===== src/rtl/sipo_pkg.sv =====
// Shared constants and helpers for the serial-in / parallel-out receiver.
// Parity framing is selected at build time with SIPO_PARITY_EN.
package sipo_pkg;

  localparam int DEF_WIDTH = 4;

  // Expected XOR over data plus parity bit for a clean even-parity frame.
  localparam logic PARITY_EVEN = 1'b0;

  function automatic int cnt_width(input int width);
    return $clog2(width + 1);
  endfunction

  function automatic logic parity_bad(input logic xor_all);
    return (xor_all != PARITY_EVEN);
  endfunction

endpackage


===== src/rtl/sipo_hold_reg.sv =====
// Single-entry valid/ready holding register; reports a completed word it had to drop.
// Carries the parity flag alongside the data so both update together.
module sipo_hold_reg #(
  parameter int W = 4
) (
  input  logic         clk,
  input  logic         reset_n,
  input  logic         load,
  input  logic [W-1:0] data_in,
  input  logic         perr_in,
  input  logic         pready,
  output logic [W-1:0] pdata,
  output logic         pvalid,
  output logic         perr,
  output logic         drop
);

  logic accept_s;

  // A new word is taken when the slot is empty or is being drained on this edge.
  always_comb begin
    accept_s = 1'b0;
    drop     = 1'b0;
    if (load) begin
      accept_s = (!pvalid) || pready;
      drop     = pvalid && !pready;
    end else begin
      accept_s = 1'b0;
      drop     = 1'b0;
    end
  end

  // Data and parity flag keep their last value after consumption.
  always_ff @(posedge clk or negedge reset_n) begin
    if (!reset_n) begin
      pdata  <= {W{1'b0}};
      perr   <= 1'b0;
      pvalid <= 1'b0;
    end else if (accept_s) begin
      pdata  <= data_in;
      perr   <= perr_in;
      pvalid <= 1'b1;
    end else if (pvalid && pready) begin
      pvalid <= 1'b0;
    end
  end

endmodule


===== src/rtl/sipo_deserializer.sv =====
// MSB-first serial receiver presenting words on a valid/ready port.
// Define SIPO_PARITY_EN to expect a trailing even-parity bit per word.
module sipo_deserializer
  import sipo_pkg::*;
#(
  parameter int WIDTH = DEF_WIDTH
) (
  input  logic             clk,
  input  logic             reset_n,
  input  logic             sdi,
  input  logic             sdi_valid,
  input  logic             sync,
  output logic [WIDTH-1:0] pdata,
  output logic             pvalid,
  input  logic             pready,
  output logic             ovf,
  input  logic             clr_ovf,
  output logic             parity_err
);

  localparam int CNT_W = cnt_width(WIDTH);

`ifdef SIPO_PARITY_EN
  localparam int SH_W = WIDTH;
  localparam logic [CNT_W-1:0] LAST_CNT = CNT_W'(WIDTH);
`else
  localparam int SH_W = WIDTH - 1;
  localparam logic [CNT_W-1:0] LAST_CNT = CNT_W'(WIDTH - 1);
`endif

  logic [SH_W-1:0]  shreg_r;
  logic [SH_W-1:0]  shreg_next_s;
  logic [SH_W:0]    shift_in_s;
  logic [CNT_W-1:0] cnt_r;
  logic [CNT_W-1:0] cnt_base_s;
  logic [CNT_W-1:0] cnt_next_s;
  logic [WIDTH-1:0] word_s;
  logic             complete_s;
  logic             perr_s;
  logic             drop_s;
  logic             ovf_r;

  // sync restarts the count before this cycle's bit is considered.
  always_comb begin
    cnt_base_s   = sync ? {CNT_W{1'b0}} : cnt_r;
    shift_in_s   = {shreg_r, sdi};
    shreg_next_s = shreg_r;
    cnt_next_s   = cnt_base_s;
    complete_s   = 1'b0;
    if (sdi_valid) begin
      shreg_next_s = shift_in_s[SH_W-1:0];
      if (cnt_base_s == LAST_CNT) begin
        complete_s = 1'b1;
        cnt_next_s = {CNT_W{1'b0}};
      end else begin
        cnt_next_s = cnt_base_s + CNT_W'(1);
      end
    end else begin
      shreg_next_s = shreg_r;
      cnt_next_s   = cnt_base_s;
    end
  end

  // In parity mode the register already holds the data when the parity bit arrives.
  always_comb begin
`ifdef SIPO_PARITY_EN
    word_s = shreg_r;
    perr_s = parity_bad(^shift_in_s);
`else
    word_s = shift_in_s;
    perr_s = 1'b0;
`endif
  end

  // Shift register and bit counter.
  always_ff @(posedge clk or negedge reset_n) begin
    if (!reset_n) begin
      shreg_r <= {SH_W{1'b0}};
      cnt_r   <= {CNT_W{1'b0}};
    end else begin
      shreg_r <= shreg_next_s;
      cnt_r   <= cnt_next_s;
    end
  end

  // Sticky overflow; a new drop wins over a same-cycle clear.
  always_ff @(posedge clk or negedge reset_n) begin
    if (!reset_n) begin
      ovf_r <= 1'b0;
    end else if (drop_s) begin
      ovf_r <= 1'b1;
    end else if (clr_ovf) begin
      ovf_r <= 1'b0;
    end
  end

  sipo_hold_reg #(
    .W (WIDTH)
  ) u_hold (
    .clk     (clk),
    .reset_n (reset_n),
    .load    (complete_s),
    .data_in (word_s),
    .perr_in (perr_s),
    .pready  (pready),
    .pdata   (pdata),
    .pvalid  (pvalid),
    .perr    (parity_err),
    .drop    (drop_s)
  );

  assign ovf = ovf_r;

endmodule

===== config.mk =====
export PLATFORM = sky130hd
export DESIGN_NAME = sipo_deserializer
export DESIGN_NICKNAME = d
export VERILOG_FILES = /design/src/rtl/sipo_pkg.sv /design/src/rtl/sipo_hold_reg.sv /design/src/rtl/sipo_deserializer.sv
export SDC_FILE = /design/constraint.sdc
export NUM_CORES = 1
export LEC_CHECK = 0
export ABC_AREA = 1
export BUFFER_PORTS_ARGS = -buffer_cell sky130_fd_sc_hd__buf_2
export CORE_AREA = 2 2 39 41
export CTS_CLUSTER_SIZE = 24
export DETAILED_ROUTE_END_ITERATION = 8
export DIE_AREA = 0 0 41 43
export HOLD_SLACK_MARGIN = 0.03
export PLACE_DENSITY = 0.66
export SYNTH_ARGS = -nofsm -noshare
export SYNTH_HDL_FRONTEND = slang
export SYNTH_SLANG_ARGS = --single-unit

===== constraint.sdc =====
create_clock -name clk -period 2.8 [get_ports clk]
set_clock_uncertainty 0.1 [all_clocks]
set_input_delay 0.56 -clock clk [delete_from_list [all_inputs] [get_ports clk]]
set_output_delay 0.56 -clock clk [all_outputs]
set_load 0.01 [all_outputs]

# After elaboration in Yosys (flattened, before gate mapping)
# Cells that the tools add are included.
# totals
regBits,12
latchBits,0
ramBits,0
romBits,0
elab_cells,25
n_memories,0
# classes
n_addsub,1
n_mul,0
n_div,0
n_lt_le_gt_ge,0
eq_ne,1
shifts,0
mux,11
n_bitwise,0
reduce_logical,7
# op_table
operator,count
2-to-1 mux 3 bit,3
2-to-1 mux 1 bit,8
nonzero test 2 bit,2
"adder 3 x 1 -> 3 bit, second input constant",1
"equality test 3 x 2 -> 1 bit, second input constant",1
logical AND 1 bit,2
zero test 1 bit,2
logical OR 1 bit,1

# Longest topological paths before layout
# Gate-level depths: netlist of run 1.
# depth
ltp_word,6
mapped_depth,9
mapped_depth_nobuf,9

# Modules after synthesis
# Synthesis of run 1 repeated with hierarchy kept, for this count alone.
# hier_totals
hier_cells,63
area_unflattened_um2,546.8
# modules_own_cells
mod,n_inst,cells_per_inst,area_each_um2,seq_area_each_um2
sipo_deserializer,1,36,306.5,175.2
sipo_hold_reg,1,27,240.2,150.1

# Worst setup path after synthesis of run 1
# OpenSTA, ideal clock, no wires.
# synth_timing
path_type,input -> register
startpoint,in sync
endpoint,reg ovf_r (netlist: ovf)
setup_ns,0.129
t_arrival_ns,1.177
required_ns,2.571
setup_slack_ns,1.394
cell_stages,8
n_path_buf,0
cell_sequence,inv_1 nand2_1 inv_1 ha_1 nand2_2 clkinv_4 nand2_1 o22ai_2
# synth_between
elab_chain_cells,6
elab_cells_between_ends,7
classes_between,eq/ne (1); mux (5); reduce/logical (1)
# synth_rtl
item,line,source
start: declaration,sipo_deserializer.sv:12,"input logic sync,"
2-to-1 mux 3 bit (*),sipo_deserializer.sv:45,cnt_base_s = sync ? {CNT_W{1'b0}} : cnt_r;
equality test 3 x 2 -> 1 bit (*),sipo_deserializer.sv:52,if (cnt_base_s == LAST_CNT) begin
2-to-1 mux 1 bit (*),sipo_deserializer.sv:52,
2-to-1 mux 1 bit (*),sipo_deserializer.sv:50,if (sdi_valid) begin
2-to-1 mux 1 bit (*),sipo_hold_reg.sv:24,if (load) begin
2-to-1 mux 1 bit or nonzero test 2 bit (tied branches),-,
end signal: assignment,sipo_deserializer.sv:89,ovf_r <= 1'b0;
end signal: assignment,sipo_deserializer.sv:91,ovf_r <= 1'b1;
end signal: assignment,sipo_deserializer.sv:93,ovf_r <= 1'b0;
end: declaration,sipo_deserializer.sv:41,logic ovf_r;
# Mark *: on every way between the ends. The rest lies on a longest branch, timed or not.
# A chain may end at the register's enable or synchronous reset.

# Worst setup path in the final report of run 1
# layout_timing
startpoint,reg u_hold.pvalid
endpoint,out pvalid
# layout_rtl
item,line,source
start: declaration,sipo_hold_reg.sv:13,"output logic pvalid,"
start signal: assignment,sipo_hold_reg.sv:38,pvalid <= 1'b0;
start signal: assignment,sipo_hold_reg.sv:42,pvalid <= 1'b1;
start signal: assignment,sipo_hold_reg.sv:44,pvalid <= 1'b0;
end: declaration,sipo_deserializer.sv:14,"output logic pvalid,"
# No word-level cell between the ends.

==> reports/qor_table.md, run 1 <==
| Group | Metric | Reported |
|:---|:---|:---|
| status | Outcome | finished clean |
| sta | Final-layout setup total negative slack | 0 ns |
| logic synthesis | Syn Std Cell Area | 531 um^2 |
| logic synthesis | Yosys warns | 0 |
| finish | Area grow syn2layout | 17.9% |
| flow run | Maxcap violations | 0 |
| power | Maximum ir drop on the vdd rail | 0.195 mV |
| finish | Post-layout instance count excluding filler cells | 86 |
| global route | Antenna violations before repair | 0 |
| worst setup path | Cell depth of the worst setup path | 1 |
| finish | Final Cell Area | 626 um^2 |
| drt | Total Wirelength | 845 um |
| worst setup path | Crit start category | register |
| floorplanning | Die height | 43 um |
| worst setup path | Worst stage delay on the critical path | 0.39 ns |
| floorplanning | Std-Cell Core Area | 1380 um^2 |
| worst setup path | Depth of the worst register-to-register path | 7 |
| sta | Fin. max-slew vios | 0 |
| power | Proportion of power drawn by the clock network | 27.0% |
| drt | M1 wire length | 394 um |
| floorplanning | Starting density of the core | 38.3% |
| worst setup path | Highest fanout seen on the critical path | 2 |
| worst setup path | Setup crit end kind | primary output |
| logic synthesis | Top cell types by occurrence after synthesis | sky130_fd_sc_hd__nand2_1, sky130_fd_sc_hd__dfrtp_1, sky130_fd_sc_hd__inv_1 |
| finish | Fraction of layout cells with a size suffix above 1 | 30.0% |
| drt | Routed length per placed instance | 9.83 um |
| placed design | Post-DP HPWL | 662 um |
| drt | DRC violation total after the first TritonRoute iteration | 5 |
| worst setup path | Cell breakdown of the critical path | buf_2 |
| sta | Endpoints failing hold | 0 |
| global route | First-pass GRT wire length | 1.38 mm |
| logic synthesis | Post-synth EDFFs | 0 |
| worst setup path | Slowest cell on the critical path | sky130_fd_sc_hd__dfrtp_1 |
| clock tree | H-tree depth reported by CTS | 1 |
| logic synthesis | Share of synthesized registers carrying an async set or reset | 100% |
| power | Relative contribution of combinational cells to total power | 17.2% |
| logic synthesis | Post-Synthesis Net Count | 64 |
| drt | ANT nets after route | 0 |
| power | Leakage power | 0.358 nW |
| logic synthesis | Dominant cell by count in the synthesized netlist | sky130_fd_sc_hd__nand2_1 |
| clock tree | Cell chosen for the clock root | sky130_fd_sc_hd__clkbuf_4 |
| floorplanning | Die Outline Area | 1760 um^2 |
| worst setup path | Worst Path Class, Setup | reg2out |
| hold path | Worst min-delay path class | in2async |
| clock tree | Number of buffers inserted during clock tree synthesis | 3 |
| logic synthesis | Synthesized area divided by synthesized cell count | 9.47 um^2 |
| worst setup path | Worst reg2reg path endpoint | ovf |
| sta | Final setup viols | 0 |
| power | Pwr Density | 601 nW/um^2 |
| drt | Amount of wire on met3 after detailed routing | 50 um |
| sta | Share of the cycle needed by the critical path after routing | 51.9% |
| logic synthesis | Leading post-synthesis cells by cell area | sky130_fd_sc_hd__dfrtp_1, sky130_fd_sc_hd__nand2_1, sky130_fd_sc_hd__inv_1 |
| clock tree | Clock latency at the later pin of the worst-skew pair | 0.26 ns |
| logic synthesis | Synthesis-stage register bit count | 12 |
| drt | Total iterations of the first detailed-routing run | 4 |
| worst setup path | Arrival time of data at the critical path endpoint | 0.79 ns |
| clock tree | Cts-stage hold buffer count | 0 |
| sta | Max Freq | 0.689 GHz |
| worst setup path | Buf+Inv Stages, Crit Path | 1 |
| logic synthesis | Sequential share of the synthesized area | 56.6% |
| clock tree | Deepest clock path buffer count | 2 |
| floorplanning | Die span in x | 41 um |
| power | Internal power component | 0.000275 W |
| clock tree | Post-CTS setup repair buffer count | 0 |
| finish | Ant diodes | 0 |
| global route | Total global routing track utilization | 12.1% |
| clock tree | Clk sinks | 12 |
| logic synthesis | Top_reg_cell synth | sky130_fd_sc_hd__dfrtp_1 |
| global route | Largest net degree at the start of global routing | 13 |
| drt | Average via count per standard cell | 4.53 |
| logic synthesis | Yosys top cell by area | sky130_fd_sc_hd__dfrtp_1 |
| sta | Unrepaired setup endpoints after global routing | no |
| logic synthesis | Post-synth cell types | 15 |
| global route | Total grt overflow | 0 |
| power | Relative contribution of sequential cells to total power | 55.8% |
| drt | Highest layer used for signal routing | met4 |
| worst setup path | Setup slack on the worst flop-to-flop path | 1.58 ns |
| logic synthesis | Cells after synthesis | 56 |
| placed design | Final estimated routing congestion in global placement | 0.682 |
| drt | Detailed-route via count | 390 |
| global route | Via count of the first global-routing pass | 335 |
| worst setup path | Required time worst endpoint | 2.14 ns |
| placed design | Cell Count Post-Placement | 83 |
| sta | Period minus WS final | 1.45 ns |
| clock tree | Post-CTS Resized | 0 |
| floorplanning | Placement row count | 14 |
| clock tree | Clock tree from TritonCTS | built |
| clock tree | Worst-path clk slew | 0.07 ns |
| drt | Met2 Wirelength | 373 um |
| floorplanning | I/O Pins | 14 |
| drt | Number of remaining DRC errors | 0 |
| placed design | Placed cell areas | 603 um^2 |
| finish | Nets | 80 |
| logic synthesis | Share of Yosys cell area claimed by the top area cell type | 56.6% |
| worst setup path | Beginning of the worst register-to-register path | cnt_r[0] |
| power | Total power draw | 0.000376 W |
| power | Switching part of the total | 26.9% |
| placed design | Buffers on Ports | 12 |
| power | NetSw | 0.000101 W |
| worst setup path | Top cell family by delay on the critical path | flip-flops |
==> power groups by stage <==
stage	clock, W	sequential, W	combinational (W)
finish	0.000102	0.000210	0.0000646
floorplan	0	0.000221	0.0000290
CTS	0.000105	0.000210	0.0000660
global route	0.000112	0.000214	0.0000749
detailed placement	0	0.000213	0.0000660
global placement	0	0.000213	0.0000653
==> per-layer routing <==
layer | up-vias | track usage [%]
met2 | 13 | 16.6
met3 | 4 | 3.14
li1 | 204 | -
met1 | 169 | 15.0
met4 | 0 | 10.0
met5 | - | 0
==> cell families after synthesis <==
kind of cell	after synthesis	share of synthesized area [%]
adders and majority gates	1	2.36
buffers and inverters	9	8.02
other	1	0.707
and+or+nand+nor	29	26.4
xor gates and xnor gates	1	1.65
DFF	12	56.6
AOI/OAI and AO/OA	3	4.24
==> per-stage QoR <==
| stage | setup slack [ns] | hold WS (ns) | util (%) |
|---|---|---|---|
| CTS | 1.33 | 0.0634 | 45.2 |
| finish | 1.35 | 0.0591 | 45.2 |
| global placement | 1.22 | 0.351 | 43.6 |
| floorplan | 1.39 | 0.164 | - |
| global route | 1.32 | 0.0731 | 45.2 |
| detailed placement | 1.23 | 0.353 | 43.6 |
==> sequential cells by signal, indices dropped and copies added (netlist names) <==
name           cells
ovf                1
u_hold.pvalid      1
u_hold.pdata       4
cnt_r              3
shreg_r            3
==> layout by cell type, fill, tap and decap left out, types with 2 or more instances in the layout <==
| master | n |
|---|---|
| sky130_fd_sc_hd__nor2_1 | 2 |
| sky130_fd_sc_hd__nand4_1 | 4 |
| sky130_fd_sc_hd__clkbuf_4 | 3 |
| sky130_fd_sc_hd__dfrtp_1 | 12 |
| sky130_fd_sc_hd__inv_1 | 7 |
| sky130_fd_sc_hd__nand2_1 | 19 |
| sky130_fd_sc_hd__nand2_2 | 3 |
| sky130_fd_sc_hd__buf_2 | 12 |
==> final cells by class <==
class	instances	area [um^2]
Timing Repair Buffer	12	60.1
Clock buffer	3	22.5
Multi-Input combinational cell	35	188
Tap cell	16	20.0
Fill cell	146	758
Sequential cell	12	300
Inverter	8	35.0
==> how the worst max path moves through the flow <==
stage,from,end,slack (ns)
final,u_hold.pvalid,pvalid,1.35
after global routing,ovf,ovf,1.32
after CTS,u_hold.pvalid,pvalid,1.33
after detailed placement,sync,u_hold.pdata[2],1.23
after global placement,sync,u_hold.pdata[0],1.22
after floorplan,sync,ovf,1.39
No activity file was read; power rests on OpenSTA's default activity.
==> run 2: changes to the inputs <==
- clock period: 2.8 -> 1.5 ns (I/O delays scaled with it)
==> run 2 against run 1 <==
Effect of this change: final cell count is 1.2% higher; combinational power is 90% higher; sequential power is 87% higher; via count is 2.6% higher; clock power is 84% higher; count of clock-buffer cells in the layout stayed put; worst hold slack better by 0.069 ns; first-iteration DRC count is 140% higher; critical path depth is 6 higher; critical endpoint is now ovf; highest routed layer unchanged.
==> reports/qor_table.md, run 2 (synthesis results as in run 1) <==
| Group | Metric | Reported |
|:---|:---|:---|
| status | Outcome | finished clean |
| worst setup path | Worst Path Class, Setup | reg2reg |
| clock tree | Clk sinks | 12 |
| worst setup path | Setup crit end kind | register |
| sta | Final setup viols | 0 |
| sta | Final-layout setup total negative slack | 0 ns |
| drt | Total Wirelength | 866 um |
| sta | Max Freq | 0.813 GHz |
| sta | Period minus WS final | 1.23 ns |
| finish | Nets | 81 |
| finish | Leading registers by flop count | u_hold.pdata: 4 flops, cnt_r: 3 flops, shreg_r: 3 flops |
| clock tree | Worst-path clk slew | 0.07 ns |
| drt | Total iterations of the first detailed-routing run | 4 |
| finish | Max FFs per register | 4 |
| finish | Sequential standard cell area | 300 um^2 |
| sta | Share of the cycle needed by the critical path after routing | 82.0% |
| drt | Detailed-route via count | 400 |
| global route | Largest net degree at the start of global routing | 13 |
| clock tree | Cell chosen for the clock root | sky130_fd_sc_hd__clkbuf_4 |
| power | Leakage power | 0.362 nW |
| clock tree | Post-CTS Resized | 0 |
| sta | Endpoints failing hold | 0 |
| finish | Most common cell after layout, fill and taps aside | sky130_fd_sc_hd__nand2_1 |
| finish | Area of the multi-input gates | 188 um^2 |
| power | Maximum ir drop on the vdd rail | 0.351 mV |
| floorplanning | Die Outline Area | 1760 um^2 |
| drt | ANT nets after route | 0 |
| power | Pwr Density | 1110 nW/um^2 |
| clock tree | Deepest clock path buffer count | 2 |
| worst setup path | Highest fanout seen on the critical path | 7 |
| clock tree | H-tree depth reported by CTS | 1 |
| clock tree | Number of buffers inserted during clock tree synthesis | 3 |
| placed design | Buffers on Ports | 12 |
| floorplanning | I/O Pins | 14 |
| floorplanning | Starting density of the core | 38.3% |
| drt | Routed length per placed instance | 9.95 um |
| finish | Most flop-heavy register | u_hold.pdata |
| finish | Ant diodes | 0 |
| hold path | Worst min-delay path class | in2reg |
| drt | Average via count per standard cell | 4.60 |
| sta | Worst hold slack across all endpoints | 0.128 ns |
| finish | Highest-count cells in the layout ignoring fill and taps | sky130_fd_sc_hd__nand2_1, sky130_fd_sc_hd__dfrtp_1, sky130_fd_sc_hd__buf_2 |
| global route | Total grt overflow | 0 |
| drt | Number of remaining DRC errors | 0 |
| floorplanning | Die height | 43 um |
| sta | Fin. max-slew vios | 0 |
| clock tree | Clock tree from TritonCTS | built |
| finish | Fraction of layout cells with a size suffix above 1 | 29.6% |
| global route | Via count of the first global-routing pass | 395 |
| floorplanning | Std-Cell Core Area | 1380 um^2 |
| worst setup path | Arrival time of data at the critical path endpoint | 1.28 ns |
| global route | Antenna violations before repair | 0 |
| placed design | Post-DP HPWL | 676 um |
| sta | Unrepaired setup endpoints after global routing | no |
| drt | DRC violation total after the first TritonRoute iteration | 12 |
| flow run | Maxcap violations | 0 |
| floorplanning | Die span in x | 41 um |
| clock tree | Clock latency at the later pin of the worst-skew pair | 0.26 ns |
| worst setup path | Required time worst endpoint | 1.55 ns |
| floorplanning | Placement row count | 14 |
| finish | Final Cell Area | 636 um^2 |
| finish | Fillers | 147 |
| placed design | Placed cell areas | 603 um^2 |
| global route | Total global routing track utilization | 13.4% |
| global route | First-pass GRT wire length | 1.52 mm |
| worst setup path | Crit start category | register |
| finish | Area grow syn2layout | 19.8% |
| placed design | Final estimated routing congestion in global placement | 0.724 |
==> run 2: changes by cell type in the layout (fill, tap and decap cells not counted), sizes merged <==
cell / before / now
dlygate4sd3: 0 / 1
==> run 2: stage by stage <==
step | worst slack, ns | util, % | total power, W | std cells
finish | 0.271 | 45.9 | 0.000703 | 87
global route | 0.171 | 45.9 | 0.000763 | 87
CTS | 0.253 | 45.9 | 0.000717 | 87
detailed placement | 0.182 | 43.6 | 0.000523 | 83
global placement | 0.198 | 43.6 | 0.000518 | 83
floorplan | 0.346 | - | 0.000466 | 56
==> run 2: power by group <==
group	leakage (nW)	switching, W	internal [W]
Combinational	0.191	0.0000705	0.0000523
Sequential	0.157	0.0000221	0.000370
Clock	0.0138	0.0000952	0.0000926
Total	0.362	0.000188	0.000515
==> run 2: layout make-up <==
| cell class | count | share of cell area (%) |
|---|---|---|
| clock buffer | 3 | 3.54 |
| tap | 16 | 3.15 |
| timing repair buffer | 13 | 11.0 |
| multi-input combinational | 35 | 29.5 |
| sequential | 12 | 47.2 |
| inverter | 8 | 5.51 |
==> run 2: metal layers <==
layer | track usage, % | part of all wire, %
met1 | 15.4 | 41
met2 | 19.4 | 52
met3 | 3.14 | 5.4
met4 | 12.0 | 1.4
met5 | 0 | 0
==> run 2: path summary, 6_finish.rpt <==
path / startpoint / to / slack [ns] / cells past startpoint
setup reg to reg: cnt_r[0] / ovf / 0.27 / 7
hold reg to reg: u_hold.pdata[0] / u_hold.pdata[0] / 0.38 / 2
max in group asynchronous: reset_n / shreg_r[0] / 0.76 / 2
hold / removal: clr_ovf / ovf / 0.13 / 2
setup / recovery: cnt_r[0] / ovf / 0.27 / 7
min in group asynchronous: reset_n / cnt_r[2] / 0.33 / 2
==> run 2: timing repair <==
item | 4_1_cts | 5_1_grt
hold buffers | 1 | 0
buffers inserted | 0 | 0
hold endpoints to repair | 12 | 0
==> run 2: critical path, stage by stage, from the launching register on <==
cell	delay [ns]
sky130_fd_sc_hd__dfrtp_1	0.37
sky130_fd_sc_hd__nand2_1	0.10
sky130_fd_sc_hd__inv_1	0.05
sky130_fd_sc_hd__ha_1	0.18
sky130_fd_sc_hd__nand2_2	0.08
sky130_fd_sc_hd__clkinv_4	0.08
sky130_fd_sc_hd__nand2_1	0.09
sky130_fd_sc_hd__o22ai_2	0.06
